[src/rtl/rsa_pkg.sv]
// Shared types and constants for the RSA modular-exponentiation datapath.
package rsa_pkg;

  localparam int unsigned DefWidth = 8;
  localparam logic [DefWidth-1:0] ONE = DefWidth'(1);

  typedef enum logic [2:0] {
    StIdle,
    StCheck,
    StMul,
    StSqr,
    StShift,
    StHold
  } state_e;

endpackage

[src/rtl/rsa_modexp_datapath_if.sv]
// Controller <-> datapath handshake: operand buses, control strobes, done and result.
interface rsa_modexp_datapath_if #(
  parameter int unsigned WIDTH = rsa_pkg::DefWidth
);
  logic [WIDTH-1:0] n_in;
  logic [WIDTH-1:0] c_in;
  logic [WIDTH-1:0] b_in;
  logic             load_n;
  logic             load_c;
  logic             load_b;
  logic             preset;
  logic             s;
  logic             load_r;
  logic             done;
  logic [WIDTH-1:0] r_out;

  modport master (
    output n_in, c_in, b_in, load_n, load_c, load_b, preset, s, load_r,
    input  done, r_out
  );

  modport slave (
    input  n_in, c_in, b_in, load_n, load_c, load_b, preset, s, load_r,
    output done, r_out
  );
endinterface

[src/rtl/rsa_modmul.sv]
// Interleaved MSB-first modular multiplier: p = a*x mod n, one bit of a per enabled cycle.
module rsa_modmul
  import rsa_pkg::*;
#(
  parameter int unsigned WIDTH = DefWidth
) (
  input  logic             clk,
  input  logic             rst_n,
  input  logic             en_i,
  input  logic             start_i,
  input  logic             abort_i,
  input  logic [WIDTH-1:0] a_i,
  input  logic [WIDTH-1:0] x_i,
  input  logic [WIDTH-1:0] n_i,
  output logic             busy_o,
  output logic             done_o,
  output logic [WIDTH-1:0] p_o
);

  localparam int unsigned CntW = (WIDTH > 1) ? $clog2(WIDTH) : 1;

  logic             busy_q, busy_d;
  logic [CntW-1:0]  cnt_q, cnt_d;
  logic [WIDTH-1:0] p_q, p_d;
  logic [WIDTH:0]   nx, dbl, dbl_r, sum;
  logic [WIDTH-1:0] step_p;

  always_comb begin
    nx     = {1'b0, n_i};
    dbl    = {p_q, 1'b0};
    dbl_r  = (dbl >= nx) ? dbl - nx : dbl;
    sum    = a_i[cnt_q] ? dbl_r + {1'b0, x_i} : dbl_r;
    step_p = WIDTH'((sum >= nx) ? sum - nx : sum);
  end

  // p_o is the value this cycle's step produces; it is the product when done_o is high.
  assign p_o    = step_p;
  assign busy_o = busy_q;
  assign done_o = busy_q & en_i & (cnt_q == '0);

  always_comb begin
    busy_d = busy_q;
    cnt_d  = cnt_q;
    p_d    = p_q;
    if (abort_i) begin
      busy_d = 1'b0;
      cnt_d  = '0;
      p_d    = '0;
    end else if (start_i) begin
      busy_d = 1'b1;
      cnt_d  = CntW'(WIDTH - 1);
      p_d    = '0;
    end else if (busy_q && en_i) begin
      p_d = step_p;
      if (cnt_q == '0) begin
        busy_d = 1'b0;
      end else begin
        cnt_d = cnt_q - 1'b1;
      end
    end
  end

  always_ff @(posedge clk or negedge rst_n) begin
    if (!rst_n) begin
      busy_q <= 1'b0;
      cnt_q  <= '0;
      p_q    <= '0;
    end else begin
      busy_q <= busy_d;
      cnt_q  <= cnt_d;
      p_q    <= p_d;
    end
  end

endmodule

[src/rtl/rsa_modexp_datapath.sv]
// Right-to-left square-and-multiply datapath computing r = c^b mod n.
// Optional cycle counter output enabled by defining RSA_CYCLE_CNT_EN.
module rsa_modexp_datapath
  import rsa_pkg::*;
#(
  parameter int unsigned WIDTH = DefWidth
`ifdef RSA_CYCLE_CNT_EN
  ,
  parameter int unsigned CNT_W = 16
`endif
) (
  input  logic                 clk,
  input  logic                 rst_n,
  rsa_modexp_datapath_if.slave bus
`ifdef RSA_CYCLE_CNT_EN
  ,
  output logic [CNT_W-1:0]     cycles
`endif
);

  state_e           state_q, state_d;
  logic [WIDTH-1:0] n_q, n_d, c_q, c_d, b_q, b_d;
  logic [WIDTH-1:0] base_q, base_d, e_q, e_d, acc_q, acc_d, r_q, r_d;
  logic             done_q, done_d;
  logic             any_load, preset_act;
  logic             mm_start, mm_abort, mm_busy, mm_done;
  logic [WIDTH-1:0] mm_a, mm_p;

  assign any_load   = bus.load_n | bus.load_c | bus.load_b;
  assign preset_act = bus.preset & ~any_load;
  assign mm_abort   = any_load | bus.preset;
  assign mm_a       = (state_q == StSqr) ? base_q : acc_q;

  rsa_modmul #(
    .WIDTH (WIDTH)
  ) u_modmul (
    .clk     (clk),
    .rst_n   (rst_n),
    .en_i    (bus.s),
    .start_i (mm_start),
    .abort_i (mm_abort),
    .a_i     (mm_a),
    .x_i     (base_q),
    .n_i     (n_q),
    .busy_o  (mm_busy),
    .done_o  (mm_done),
    .p_o     (mm_p)
  );

  always_comb begin
    state_d  = state_q;
    n_d      = n_q;
    c_d      = c_q;
    b_d      = b_q;
    base_d   = base_q;
    e_d      = e_q;
    acc_d    = acc_q;
    done_d   = done_q;
    mm_start = 1'b0;
    r_d      = bus.load_r ? acc_q : r_q;

    if (any_load) begin
      if (bus.load_n) n_d = bus.n_in;
      if (bus.load_c) c_d = bus.c_in;
      if (bus.load_b) b_d = bus.b_in;
      done_d  = 1'b0;
      state_d = StIdle;
    end else if (preset_act) begin
      acc_d   = WIDTH'(ONE);
      base_d  = c_q;
      e_d     = b_q;
      done_d  = 1'b0;
      state_d = StCheck;
    end else if (bus.s) begin
      case (state_q)
        StCheck: begin
          if (e_q == '0) begin
            done_d  = 1'b1;
            state_d = StHold;
          end else if (e_q[0]) begin
            mm_start = 1'b1;
            state_d  = StMul;
          end else if ((e_q >> 1) == '0) begin
            state_d = StShift;
          end else begin
            mm_start = 1'b1;
            state_d  = StSqr;
          end
        end
        StMul: begin
          if (mm_busy && mm_done) begin
            acc_d = mm_p;
            // The last exponent bit never needs its square.
            if ((e_q >> 1) == '0) begin
              state_d = StShift;
            end else begin
              mm_start = 1'b1;
              state_d  = StSqr;
            end
          end
        end
        StSqr: begin
          if (mm_busy && mm_done) begin
            base_d  = mm_p;
            state_d = StShift;
          end
        end
        StShift: begin
          e_d     = e_q >> 1;
          state_d = StCheck;
        end
        StIdle, StHold: state_d = state_q;
        default:        state_d = StIdle;
      endcase
    end
  end

  always_ff @(posedge clk or negedge rst_n) begin
    if (!rst_n) begin
      state_q <= StIdle;
      n_q     <= '0;
      c_q     <= '0;
      b_q     <= '0;
      base_q  <= '0;
      e_q     <= '0;
      acc_q   <= '0;
      done_q  <= 1'b0;
      r_q     <= '0;
    end else begin
      state_q <= state_d;
      n_q     <= n_d;
      c_q     <= c_d;
      b_q     <= b_d;
      base_q  <= base_d;
      e_q     <= e_d;
      acc_q   <= acc_d;
      done_q  <= done_d;
      r_q     <= r_d;
    end
  end

  assign bus.done  = done_q;
  assign bus.r_out = r_q;

`ifdef RSA_CYCLE_CNT_EN
  logic [CNT_W-1:0] cyc_q, cyc_d;

  always_comb begin
    cyc_d = cyc_q;
    if (preset_act) begin
      cyc_d = '0;
    end else if (!any_load && bus.s && state_q != StIdle && state_q != StHold &&
                 cyc_q != '1) begin
      cyc_d = cyc_q + 1'b1;
    end
  end

  always_ff @(posedge clk or negedge rst_n) begin
    if (!rst_n) begin
      cyc_q <= '0;
    end else begin
      cyc_q <= cyc_d;
    end
  end

  assign cycles = cyc_q;
`endif

endmodule

[src/flat_wrapper.sv]
// flat-port wrapper written by rule: the top's interface ports become plain ports
module rsa_modexp_datapath_flat import rsa_pkg::*;
#(
  parameter int unsigned WIDTH = DefWidth

)
  (clk, rst_n, bus_n_in, bus_c_in, bus_b_in, bus_load_n, bus_load_c, bus_load_b, bus_preset, bus_s, bus_load_r, bus_done, bus_r_out);
  rsa_modexp_datapath_if #(.WIDTH(WIDTH)) bus_i ();
  input  logic clk;
  input  logic rst_n;
  input wire logic [$bits(bus_i.n_in)-1:0] bus_n_in;
  input wire logic [$bits(bus_i.c_in)-1:0] bus_c_in;
  input wire logic [$bits(bus_i.b_in)-1:0] bus_b_in;
  input wire logic [$bits(bus_i.load_n)-1:0] bus_load_n;
  input wire logic [$bits(bus_i.load_c)-1:0] bus_load_c;
  input wire logic [$bits(bus_i.load_b)-1:0] bus_load_b;
  input wire logic [$bits(bus_i.preset)-1:0] bus_preset;
  input wire logic [$bits(bus_i.s)-1:0] bus_s;
  input wire logic [$bits(bus_i.load_r)-1:0] bus_load_r;
  output wire logic [$bits(bus_i.done)-1:0] bus_done;
  output wire logic [$bits(bus_i.r_out)-1:0] bus_r_out;
  assign bus_i.n_in = bus_n_in;
  assign bus_i.c_in = bus_c_in;
  assign bus_i.b_in = bus_b_in;
  assign bus_i.load_n = bus_load_n;
  assign bus_i.load_c = bus_load_c;
  assign bus_i.load_b = bus_load_b;
  assign bus_i.preset = bus_preset;
  assign bus_i.s = bus_s;
  assign bus_i.load_r = bus_load_r;
  assign bus_done = bus_i.done;
  assign bus_r_out = bus_i.r_out;
  rsa_modexp_datapath #(.WIDTH(WIDTH)) u_core (.clk(clk), .rst_n(rst_n), .bus(bus_i));
endmodule
[config.mk]
export PLATFORM = sky130hd
export DESIGN_NAME = rsa_modexp_datapath_flat
export DESIGN_NICKNAME = d
export VERILOG_FILES = /design/src/rtl/rsa_pkg.sv /design/src/rtl/rsa_modexp_datapath_if.sv /design/src/rtl/rsa_modmul.sv /design/src/rtl/rsa_modexp_datapath.sv /design/src/flat_wrapper.sv
export SDC_FILE = /design/constraint.sdc
export NUM_CORES = 1
export LEC_CHECK = 0
export CORE_UTILIZATION = 50
export DETAILED_ROUTE_END_ITERATION = 10
export GPL_TIMING_DRIVEN = 0
export PLACE_DENSITY = 0.74
export RECOVER_POWER = 25
export SKIP_LAST_GASP = 1
export SLEW_MARGIN = 40
export SYNTH_ARGS = -nofsm -noshare
export SYNTH_HDL_FRONTEND = slang
export SYNTH_SLANG_ARGS = --single-unit
[constraint.sdc]
create_clock -name clk -period 5.39 [get_ports clk]
set_input_delay 1.078 -clock clk [delete_from_list [all_inputs] [get_ports clk]]
set_output_delay 1.078 -clock clk [all_outputs]
set_load 0.03 [all_outputs]
Word-level counts from Yosys, hierarchy flattened
Cells that the tools add are included.
{"block": "totals", "regBits": 72, "output_inout_bits": 9, "in_bits": 32, "word_cells": 111}
{"block": "classes", "muxes": 49, "eq_ne": 9, "n_addsub": 4, "n_bitwise": 7, "n_reduce_logical": 27, "magnitude_cmp": 3}
{"cell": "8-bit 2-to-1 mux", "count": 15}
{"cell": "3-bit 2-to-1 mux", "count": 12}
{"cell": "9-bit by 8-bit greater-or-equal comparator with 1-bit output", "count": 2}
{"cell": "9-bit 2-to-1 mux", "count": 2}
{"cell": "1-bit 2-to-1 mux", "count": 17}
{"cell": "8-bit zero test", "count": 2}
{"cell": "3-bit one-hot mux with 5 select lines", "count": 1}
{"cell": "3-bit nonzero test", "count": 5}
{"cell": "4-bit AND reduction", "count": 3}
{"cell": "2-bit AND reduction", "count": 5}
{"cell": "2-bit nonzero test", "count": 5}
{"cell": "9-bit by 8-bit adder with 9-bit output", "count": 1}
{"cell": "9-bit by 8-bit subtractor with 9-bit output", "count": 1}
{"cell": "8-bit subtractor", "count": 1}
{"cell": "3-bit by 2-bit == test with 1-bit output (second input constant)", "count": 2}
{"cell": "3-bit == test (second input constant)", "count": 2}
{"cell": "3-bit zero test", "count": 2}
{"cell": "3-bit by 1-bit != test with 1-bit output (second input constant)", "count": 2}
{"cell": "3-bit AND reduction", "count": 2}
{"cell": "3-bit by 4-bit < comparator with 1-bit output (second input constant)", "count": 1}
{"cell": "4-bit by 1-bit != test with 1-bit output (second input constant)", "count": 1}
{"cell": "4-bit by 2-bit != test with 1-bit output (second input constant)", "count": 1}
{"cell": "1-bit AND", "count": 3}
{"cell": "1-bit binary-select mux with 3-bit select", "count": 1}
{"cell": "7 further kinds", "count": 10}

Logic depth before layout (Yosys ltp)
Gate-level depths: netlist of run 1.
{"block": "logic_depth", "ltp_word": 11, "mapped_depth": 24, "depth_no_buf": 24}

Hierarchy
From an unflattened synthesis of run 1, not the netlist that was laid out.
{"block": "hier_totals", "hier_cells": 496, "area_unflattened_um2": 4959.8}
{"mod": "rsa_modexp_datapath", "cells_each": 224, "seq_area_each_um2": 1501.4, "area_per_inst_um2": 2822.7, "instances": 1}
{"mod": "rsa_modmul", "cells_each": 272, "seq_area_each_um2": 300.3, "area_per_inst_um2": 2137.0, "instances": 1}

Worst setup path after synthesis of run 1
Ideal clock, no wire load.
{"block": "synth_path", "path_type": "reg2reg", "start": "register u_core.u_modmul.p_q[5]", "end": "register u_core.base_q[0]", "arrival_ns": 5.064, "slack_ns": 0.243, "t_required_ns": 5.307, "synth_period_minus_slack_ns": 5.147, "n_path_buf": 0, "setup_time_ns": 0.083, "stages_incl_launch_ff": 22, "cell_sequence": "dfrtp_1 -> ha_1 -> a21oi_1 -> o22ai_1 -> nor3_1 -> nand2_1 -> mux2i_1 -> inv_1 -> ha_1 -> a21o_1 -> a211oi_1 -> nor2b_1 -> o41ai_1 -> xnor2_1 -> mux2_2 -> ha_1 -> o21a_1 -> o31a_1 -> and4bb_2 -> mux2i_4 -> mux2_2 -> o21ai_0"}
{"block": "synth_via", "elab_chain_len": 10, "word_cells_on_any_way": 12, "cone_classes": "add/sub: 3; order compare: 2; mux: 7"}
{"item": "start: declaration", "line": "rsa_modmul.sv:24", "source": "logic [WIDTH-1:0] p_q, p_d;"}
{"item": "start signal: assignment", "line": "rsa_modmul.sv:71", "source": "p_q <= p_d;"}
{"item": "9-bit by 8-bit subtractor with 9-bit output / 9-bit by 8-bit greater-or-equal comparator with 1-bit output (equally long branches)", "line": "rsa_modmul.sv:31", "source": "dbl_r = (dbl >= nx) ? dbl - nx : dbl;"}
{"item": "9-bit 2-to-1 mux (*)", "line": "rsa_modmul.sv:31"}
{"item": "9-bit by 8-bit adder with 9-bit output", "line": "rsa_modmul.sv:32", "source": "sum = a_i[cnt_q] ? dbl_r + {1'b0, x_i} : dbl_r;"}
{"item": "9-bit 2-to-1 mux (*)", "line": "rsa_modmul.sv:32"}
{"item": "9-bit by 8-bit greater-or-equal comparator with 1-bit output / 8-bit subtractor (equally long branches)", "line": "rsa_modmul.sv:33", "source": "step_p = WIDTH'((sum >= nx) ? sum - nx : sum);"}
{"item": "8-bit 2-to-1 mux (*)", "line": "rsa_modmul.sv:33"}
{"item": "8-bit 2-to-1 mux (*)", "line": "rsa_modexp_datapath.sv:103", "source": "if (mm_busy && mm_done) begin"}
{"item": "8-bit 2-to-1 mux (*)", "line": "rsa_modexp_datapath.sv:75", "source": "case (state_q)"}
{"item": "8-bit 2-to-1 mux (*)", "line": "rsa_modexp_datapath.sv:74", "source": "end else if (bus.s) begin"}
{"item": "8-bit 2-to-1 mux (*)", "line": "rsa_modexp_datapath.sv:68", "source": "end else if (preset_act) begin"}
{"item": "end signal: assignment", "line": "rsa_modexp_datapath.sv:134", "source": "base_q <= base_d;"}
{"item": "end: declaration", "line": "rsa_modexp_datapath.sv:23", "source": "logic [WIDTH-1:0] base_q, base_d, e_q, e_d, acc_q, acc_d, r_q, r_d;"}
Every way passes the cells marked *; elsewhere a longest branch is shown, timed or not. The select of a mux whose other input is x is not followed.
A chain may end at the register's enable or synchronous reset.

Worst setup path in the final report of run 1
{"block": "layout_path", "start": "register u_core.u_modmul.p_q[3]", "end": "register u_core.base_q[4]"}
{"block": "layout_via", "elab_chain_len": 10, "word_cells_on_any_way": 12, "cone_classes": "add/sub: 3; order compare: 2; mux: 7"}
{"item": "9-bit by 8-bit subtractor with 9-bit output / 9-bit by 8-bit greater-or-equal comparator with 1-bit output (equally long branches)", "line": "rsa_modmul.sv:31"}
{"item": "9-bit 2-to-1 mux (*)", "line": "rsa_modmul.sv:31"}
{"item": "9-bit by 8-bit adder with 9-bit output", "line": "rsa_modmul.sv:32"}
{"item": "9-bit 2-to-1 mux (*)", "line": "rsa_modmul.sv:32"}
{"item": "8-bit subtractor / 9-bit by 8-bit greater-or-equal comparator with 1-bit output (equally long branches)", "line": "rsa_modmul.sv:33"}
{"item": "8-bit 2-to-1 mux (*)", "line": "rsa_modmul.sv:33"}
{"item": "8-bit 2-to-1 mux (*)", "line": "rsa_modexp_datapath.sv:103"}
{"item": "8-bit 2-to-1 mux (*)", "line": "rsa_modexp_datapath.sv:75"}
{"item": "8-bit 2-to-1 mux (*)", "line": "rsa_modexp_datapath.sv:74"}
{"item": "8-bit 2-to-1 mux (*)", "line": "rsa_modexp_datapath.sv:68"}
Marked as above.

==> results of run 1 <==
==> kinds of logic (layout without fill, tap and decap cells) <==
group	count (synthesis)	after routing	synth area share (%)
AND/OR/NAND/NOR	107	107	12.0
XOR/XNOR	12	12	2.35
multiplexers	59	59	16.2
adder cells (fa/ha/maj)	30	30	8.89
AO/OA/AOI/OAI	125	125	17.0
flip-flops	72	72	40.2
buffers and inverters	37	112	3.33
==> cells in the mapped netlist, types with 2 or more instances <==
cell      count  area (sq um)
dfrtp_1      72          1800
o21ai_0      54           270
mux2_2       38           428
nand2_1      36           135
a21oi_1      27           135
ha_1         27           338
nor2_1       25          93.8
inv_1        20          75.1
mux2i_1      15           150
clkbuf_1     14          52.6
xnor2_1      10          87.6
nor3_1        8          40.0
a22oi_1       7          52.6
nor2b_1       7          43.8
a211oi_1      6          45.0
nand2b_1      6          37.5
o21a_1        6          45.0
and2_1        4          25.0
nand3_1       4          20.0
a21o_1        3          22.5
fa_1          3          60.1
mux4_1        3          78.8
nand4_1       3          18.8
o31a_1        3          26.3
a31oi_1       2          12.5
buf_2         2          10.0
mux4_2        2          45.0
nand3b_1      2          15.0
o211ai_1      2          15.0
o41ai_1       2          17.5
or3_1         2          12.5
xor2_1        2          17.5
==> power by group through the flow <==
stage	clock (mW)	sequential [mW]	combinational (mW)
floorplan	0	0.777	0.625
global placement	0	0.753	0.917
detailed placement	0	0.759	0.946
CTS	0.543	0.749	1.07
global route	0.564	0.769	1.39
finish	0.537	0.755	1.30
==> registers in the layout, indices dropped and copies added (netlist names), 3 cells and up <==
register	cells
u_core.u_modmul.p_q	8
u_core.c_q	8
u_core.bus.r_out	8
u_core.e_q	8
u_core.state_q	3
u_core.acc_q	8
u_core.u_modmul.cnt_q	3
u_core.b_q	8
u_core.n_q	8
u_core.base_q	8
==> area by class of cell <==
cell class	instances	area share [%]
Inverter	20	1.29
Clock buffer	10	2.36
Multi-Input combinational cell	333	50.4
Sequential cell	72	30.9
Buffer	17	1.37
Clock inverter	6	1.97
Tap cell	108	2.32
Timing Repair Buffer	59	9.38
==> through the flow <==
step	cell area [sq um]	power [mW]	hold WS, ns
2_1_floorplan	4480	1.40	0.435
3_3_place_gp	4970	1.67	0.465
3_5_place_dp	5000	1.71	0.465
4_1_cts	5450	2.36	0.493
5_1_grt	5830	2.72	0.531
6_report	5830	2.60	0.489
==> worst paths after layout <==
check / start / end / slack [ns] / cells past startpoint
worst min register to register: u_core.b_q[4]$_DFFE_PN0P_ / u_core.e_q[4]$_DFFE_PN0P_ / 0.49 / 2
worst max-delay path: u_core.u_modmul.p_q[3]$_DFFE_PN0P_ / u_core.base_q[4]$_DFFE_PN0P_ / -0.1 / 25
min in group asynchronous: rst_n / u_core.u_modmul.p_q[1]$_DFFE_PN0P_ / 0.72 / 1
max in group asynchronous: rst_n / u_core.u_modmul.p_q[3]$_DFFE_PN0P_ / 0.99 / 2
worst max register to register: u_core.u_modmul.p_q[3]$_DFFE_PN0P_ / u_core.base_q[4]$_DFFE_PN0P_ / -0.1 / 25
worst min-delay path: u_core.b_q[4]$_DFFE_PN0P_ / u_core.e_q[4]$_DFFE_PN0P_ / 0.49 / 2
==> metal layers <==
layer  global-route usage [%]  vias up  wire length [um]
met5                        0        -                 0
met4                     9.64        0               301
met3                     4.41       35               724
met2                     35.6      161              5540
met1                     33.5     1868              4920
li1                         -     1760                 -
==> worst min-delay path, cell delays in order (launching register included) <==
cell	delay, ns
dfrtp_1	0.35
nand2_1	0.05
o21ai_0	0.06
==> timing repair <==
action                                 in CTS  in global routing
resized for setup                          29                 51
hold buffers                                0                  0
endpoints found under the hold margin       0                  0
setup endpoints to repair                  24                 24
buffers inserted                            6                 17
gates cloned                                0                  0
pin swaps                                   4                 21
==> impl_metrics.yaml, run 1 <==
outcome:
  status: "complete, but fails checks"
  violations: "capacitance limit, slew limit, setup timing"
sta:
  slew_viol_final: 63
  slew_headroom_pct: -116
  fmax_mhz: 182
  setup_tns_ns: -0.232
  tightest_slew_ns: 3.24
  rsz0062_at_grt: "yes"
  clock-skew-final_ns: 0.0102
  period_minus_slack_ns: 5.49
  hold_viol: 0
  final.period_utilization_pct: 102
  fin_ws_ns: -0.0981
  finalSetupViolations: 7
synthesis:
  async_flop_share_pct: 100
  synth_edf_count: 0
  yosys_warnings: 0
  synth.distinct_cells: 57
  syn_inst: 442
  ys_ff_latch: 72
  synthFlopType: "dfrtp_1"
  syn-cell-area_sq_mm: 0.00448
  synth_nets: 504
  syn_area_per_cell_sq_um: 10.1
  ys_seq_area_share_pct: 40.2
placement:
  gp_congestion: 0.866
  dp_slack_ns: -0.822
  portBuffers: 36
  hpwl_um: 7520
  dp.cells: 587
worst_setup_path:
  cp_num_buf_inv: 4
  critical_path_arrival_ns: 5.74
  critPathMaxFanout: 7
  required_ns: 5.64
  crit_path_end_kind: "flop"
  cp_slowest_cell: "dfrtp_2"
  crit_path_start_kind: "flop"
  critPathKind: "flop to flop"
  cp_top_family: "compound AO/OA/AOI/OAI gates"
  slowest_delay_ns: 0.45
final_layout:
  multi_input_area_sq_mm: 0.00294
  fin_cells: 625
  seq_area_sq_mm: 0.00180
  fin_nets: 574
  fin_util_pct: 67.2
  antennaDiodeCount: 0
  final_cell_mix: "dfrtp_1 (70), o21ai_0 (52), clkdlybuf4s50_1 (35), nand2_1 (34), mux2_2 (34)"
  final_common_cell: "dfrtp_1"
  n_fill_cell: 653
  drive_gt1_share_pct: 26.1
  syn_to_final_growth_pct: 30.2
min_path:
  hold_path_class: "flop to flop"
clock_network:
  cts_sinks: 72
  clock_tree.root_cell: "clkbuf_8"
  clockBufferDepth: 2
  htreeDepth: 3
  tritoncts: "done"
  path_clk_slew_ns: 0.08
  clk_latency_ns: 0.35
  cts_buffers: 9
power:
  power.share.clock_pct: 20.7
  seqPwrFrac_pct: 29.1
  powerDensity_mw_per_mm2: 445
  p_comb_share_pct: 50.2
  p_sw_uw: 969
  p_int_mw: 1.63
  irDropWorstVdd_v: 0.000292
  p_leak_nw: 2.51
  switching_share_pct: 37.3
die:
  coreArea_sq_mm: 0.00868
  start_util_pct: 51.6
  die_area_sq_mm: 0.00934
  die_h_um: 96.6
  die_w_um: 96.6
  rows: 34
  num_io_pins: 41
routing:
  num_vias: 3824
  wl_um: 11500
  drc_errors: 0
  drtAntennaViolNets: 0
  wl_per_cell_um: 18.4
  dr.pass1.iters: 5
  routed_via_density: 6.12
  drt-initial-drc-count: 339
grt:
  grt_overflow: 0
  antenna_found_initial: 0
  grt_pass1_wl_um: 17500
  grt_max_degree: 63
  grt_pass1_vias: 3546
  grt_util_all_layers_pct: 23.6
run:
  drv_cap: 1
Note: power is estimated with default switching activity, not from simulation.
==> inputs of run 2 (changes only) <==
Settings changed: DONT_BUFFER_PORTS set to 1, PLACE_DENSITY 0.74 to 0.68.
==> run 2 against run 1 <==
The run ends with setup timing left. Maximum frequency is 0.25% higher. Setup slack better by 0.014 ns. Via count is 4.7% lower. Wire length is 1.1% higher. Design area is 6.8% lower. Critical endpoint is now u_core.base_q[7]$_DFFE_PN0P_.
==> impl_metrics.yaml, run 2 (same netlist as run 1, synthesis figures left out) <==
grt:
  antenna_found_initial: 0
  grt_pass1_wl_um: 17900
  grt_util_all_layers_pct: 23.8
  grt_pass1_vias: 3541
  grt_max_degree: 73
  grt_overflow: 0
worst_setup_path:
  critPathKind: "flop to flop"
  required_ns: 5.61
  r2r-start: "u_core.u_modmul.p_q[3]$_DFFE_PN0P_"
  crit_path_end_kind: "flop"
  crit_end: "u_core.base_q[7]$_DFFE_PN0P_"
  rrSetupSlack_ns: -0.08
  critical_path_arrival_ns: 5.69
  crit_path_start_kind: "flop"
  r2r_end: "u_core.base_q[7]$_DFFE_PN0P_"
  reg2reg_depth: 22
  startpoint: "u_core.u_modmul.p_q[3]$_DFFE_PN0P_"
  critPathMaxFanout: 8
routing:
  dr.pass1.iters: 5
  routed_via_density: 6.24
  num_vias: 3643
  drt-initial-drc-count: 322
  wl_per_cell_um: 19.9
  drc_errors: 0
  wl_um: 11600
  drtAntennaViolNets: 0
placement:
  portBuffers: 0
  hpwl_um: 7430
  gp_congestion: 0.880
die:
  rows: 34
  start_util_pct: 51.6
  num_io_pins: 41
  die_area_sq_mm: 0.00934
  die_h_um: 96.6
  die_w_um: 96.6
  coreArea_sq_mm: 0.00868
power:
  irDropWorstVdd_v: 0.000352
  powerDensity_mw_per_mm2: 451
  power_mw: 2.45
  p_leak_nw: 2.34
clock_network:
  path_clk_slew_ns: 0.08
  cts_sinks: 72
  htreeDepth: 3
  clock_tree.root_cell: "clkbuf_8"
  tritoncts: "done"
  holdBufCountCts: 0
  clk_latency_ns: 0.34
  cts_buffers: 9
  clockBufferDepth: 2
min_path:
  hold_path_class: "input pin to async pin"
sta:
  finalSetupViolations: 16
  clock-skew-final_ns: 0.00768
  rsz0062_at_grt: "yes"
  slew_headroom_pct: 52.8
  fin_ws_ns: -0.0846
  final.period_utilization_pct: 102
  tightest_slew_ns: 0.704
  period_minus_slack_ns: 5.47
  slew_viol_final: 0
  setup_tns_ns: -0.648
  hold_viol: 0
  fmax_mhz: 183
final_layout:
  fin_nets: 533
  drive_gt1_share_pct: 28.4
  final_common_cell: "dfrtp_1"
  n_fill_cell: 715
  syn_to_final_growth_pct: 21.4
  antennaDiodeCount: 0
  final_cell_mix: "dfrtp_1 (71), o21ai_0 (45), nand2_1 (34), mux2_2 (30), nor2_1 (24)"
run:
  drv_cap: 0
outcome:
  status: "complete, but fails checks"
  violations: "setup timing"
-- run 2: changes by cell type in the layout (fill, tap and decap cells not counted), moves of 3 or more --
cell / change
mux2_4: +4
inv_6: +3
o21ai_0: -7
bufinv_16: -3
mux2_2: -4
clkdlybuf4s50_1: -35
o21ai_1: +4
buf_4: -5
o21ai_2: +3
-- run 2: metrics by stage --
stage,cell area (sq um),std cells,setup WS [ns],utilization [%],hold WS (ns)
CTS,5040,573,-0.00273,58.1,0.409
detailed placement,4610,550,-0.734,53.1,0.468
global placement,4610,550,-0.761,53.1,0.465
global route,5440,584,-0.243,62.6,0.405
floorplan,4480,442,0.243,-,0.435
finish,5440,584,-0.0846,62.6,0.422
-- run 2: power by group --
part           total [mW]  switching [mW]  internal (mW)
sequential          0.822           0.168          0.654
combinational        1.22           0.609          0.616
clock               0.404           0.228          0.177
total                2.45            1.00           1.45
-- run 2: per-layer routing --
metal / GRT usage, % / part of all wire, % / vias to the layer above
met5: 0 / 0 / -
met4: 6.08 / 2.4 / 0
met3: 5.78 / 9.2 / 31
met2: 37.4 / 47 / 180
met1: 33.3 / 42 / 1751
li1: - / - / 1681
-- run 2: layout make-up --
cell class,count,area (sq um),share of cell area [%]
repair buffers,17,151,2.78
plain buffers,17,80.1,1.47
multi-input cells,334,3010,55.3
flip-flops and latches,72,1800,33.2
clock inverters,7,61.3,1.13
well taps,108,135,2.49
inverters,20,75.1,1.38
clock buffers,9,124,2.28
-- run 2: how the worst min path moves through the flow --
stage | to | slack (ns) | start | cells past startpoint
final | u_core.u_modmul.p_q[0]$_DFFE_PN0P_ | 0.42 | rst_n | 0
after CTS | u_core.n_q[0]$_DFFE_PN0P_ | 0.41 | rst_n | 0
after detailed placement | u_core.e_q[7]$_DFFE_PN0P_ | 0.47 | u_core.b_q[7]$_DFFE_PN0P_ | 2
after global routing | u_core.e_q[2]$_DFFE_PN0P_ | 0.40 | rst_n | 0
after global placement | u_core.e_q[6]$_DFFE_PN0P_ | 0.46 | u_core.b_q[6]$_DFFE_PN0P_ | 2
after floorplan | u_core.e_q[7]$_DFFE_PN0P_ | 0.43 | u_core.b_q[7]$_DFFE_PN0P_ | 2
-- run 2: repair_timing --
item	4_1_cts	5_1_grt
gates cloned	1	0
endpoints found under the setup margin	24	24
setup buffers	6	11
resized for setup	34	63
pin swaps	6	26
-- run 2: critical path, stage by stage, from the launching register on --
cell	delay, ns
dfrtp_1	0.44
ha_1	0.32
buf_6	0.14
nand2_4	0.06
a2111oi_4	0.41
a31oi_4	0.10
nand2_4	0.14
mux2i_4	0.30
inv_2	0.07
ha_4	0.21
a21o_1	0.20
a211oi_2	0.33
nor2b_4	0.09
o41ai_2	0.32
xnor2_1	0.11
mux2_4	0.29
ha_4	0.28
o21a_1	0.12
o31a_1	0.26
and4bb_4	0.30
mux2i_4	0.34
mux2i_2	0.37
o21ai_0	0.13
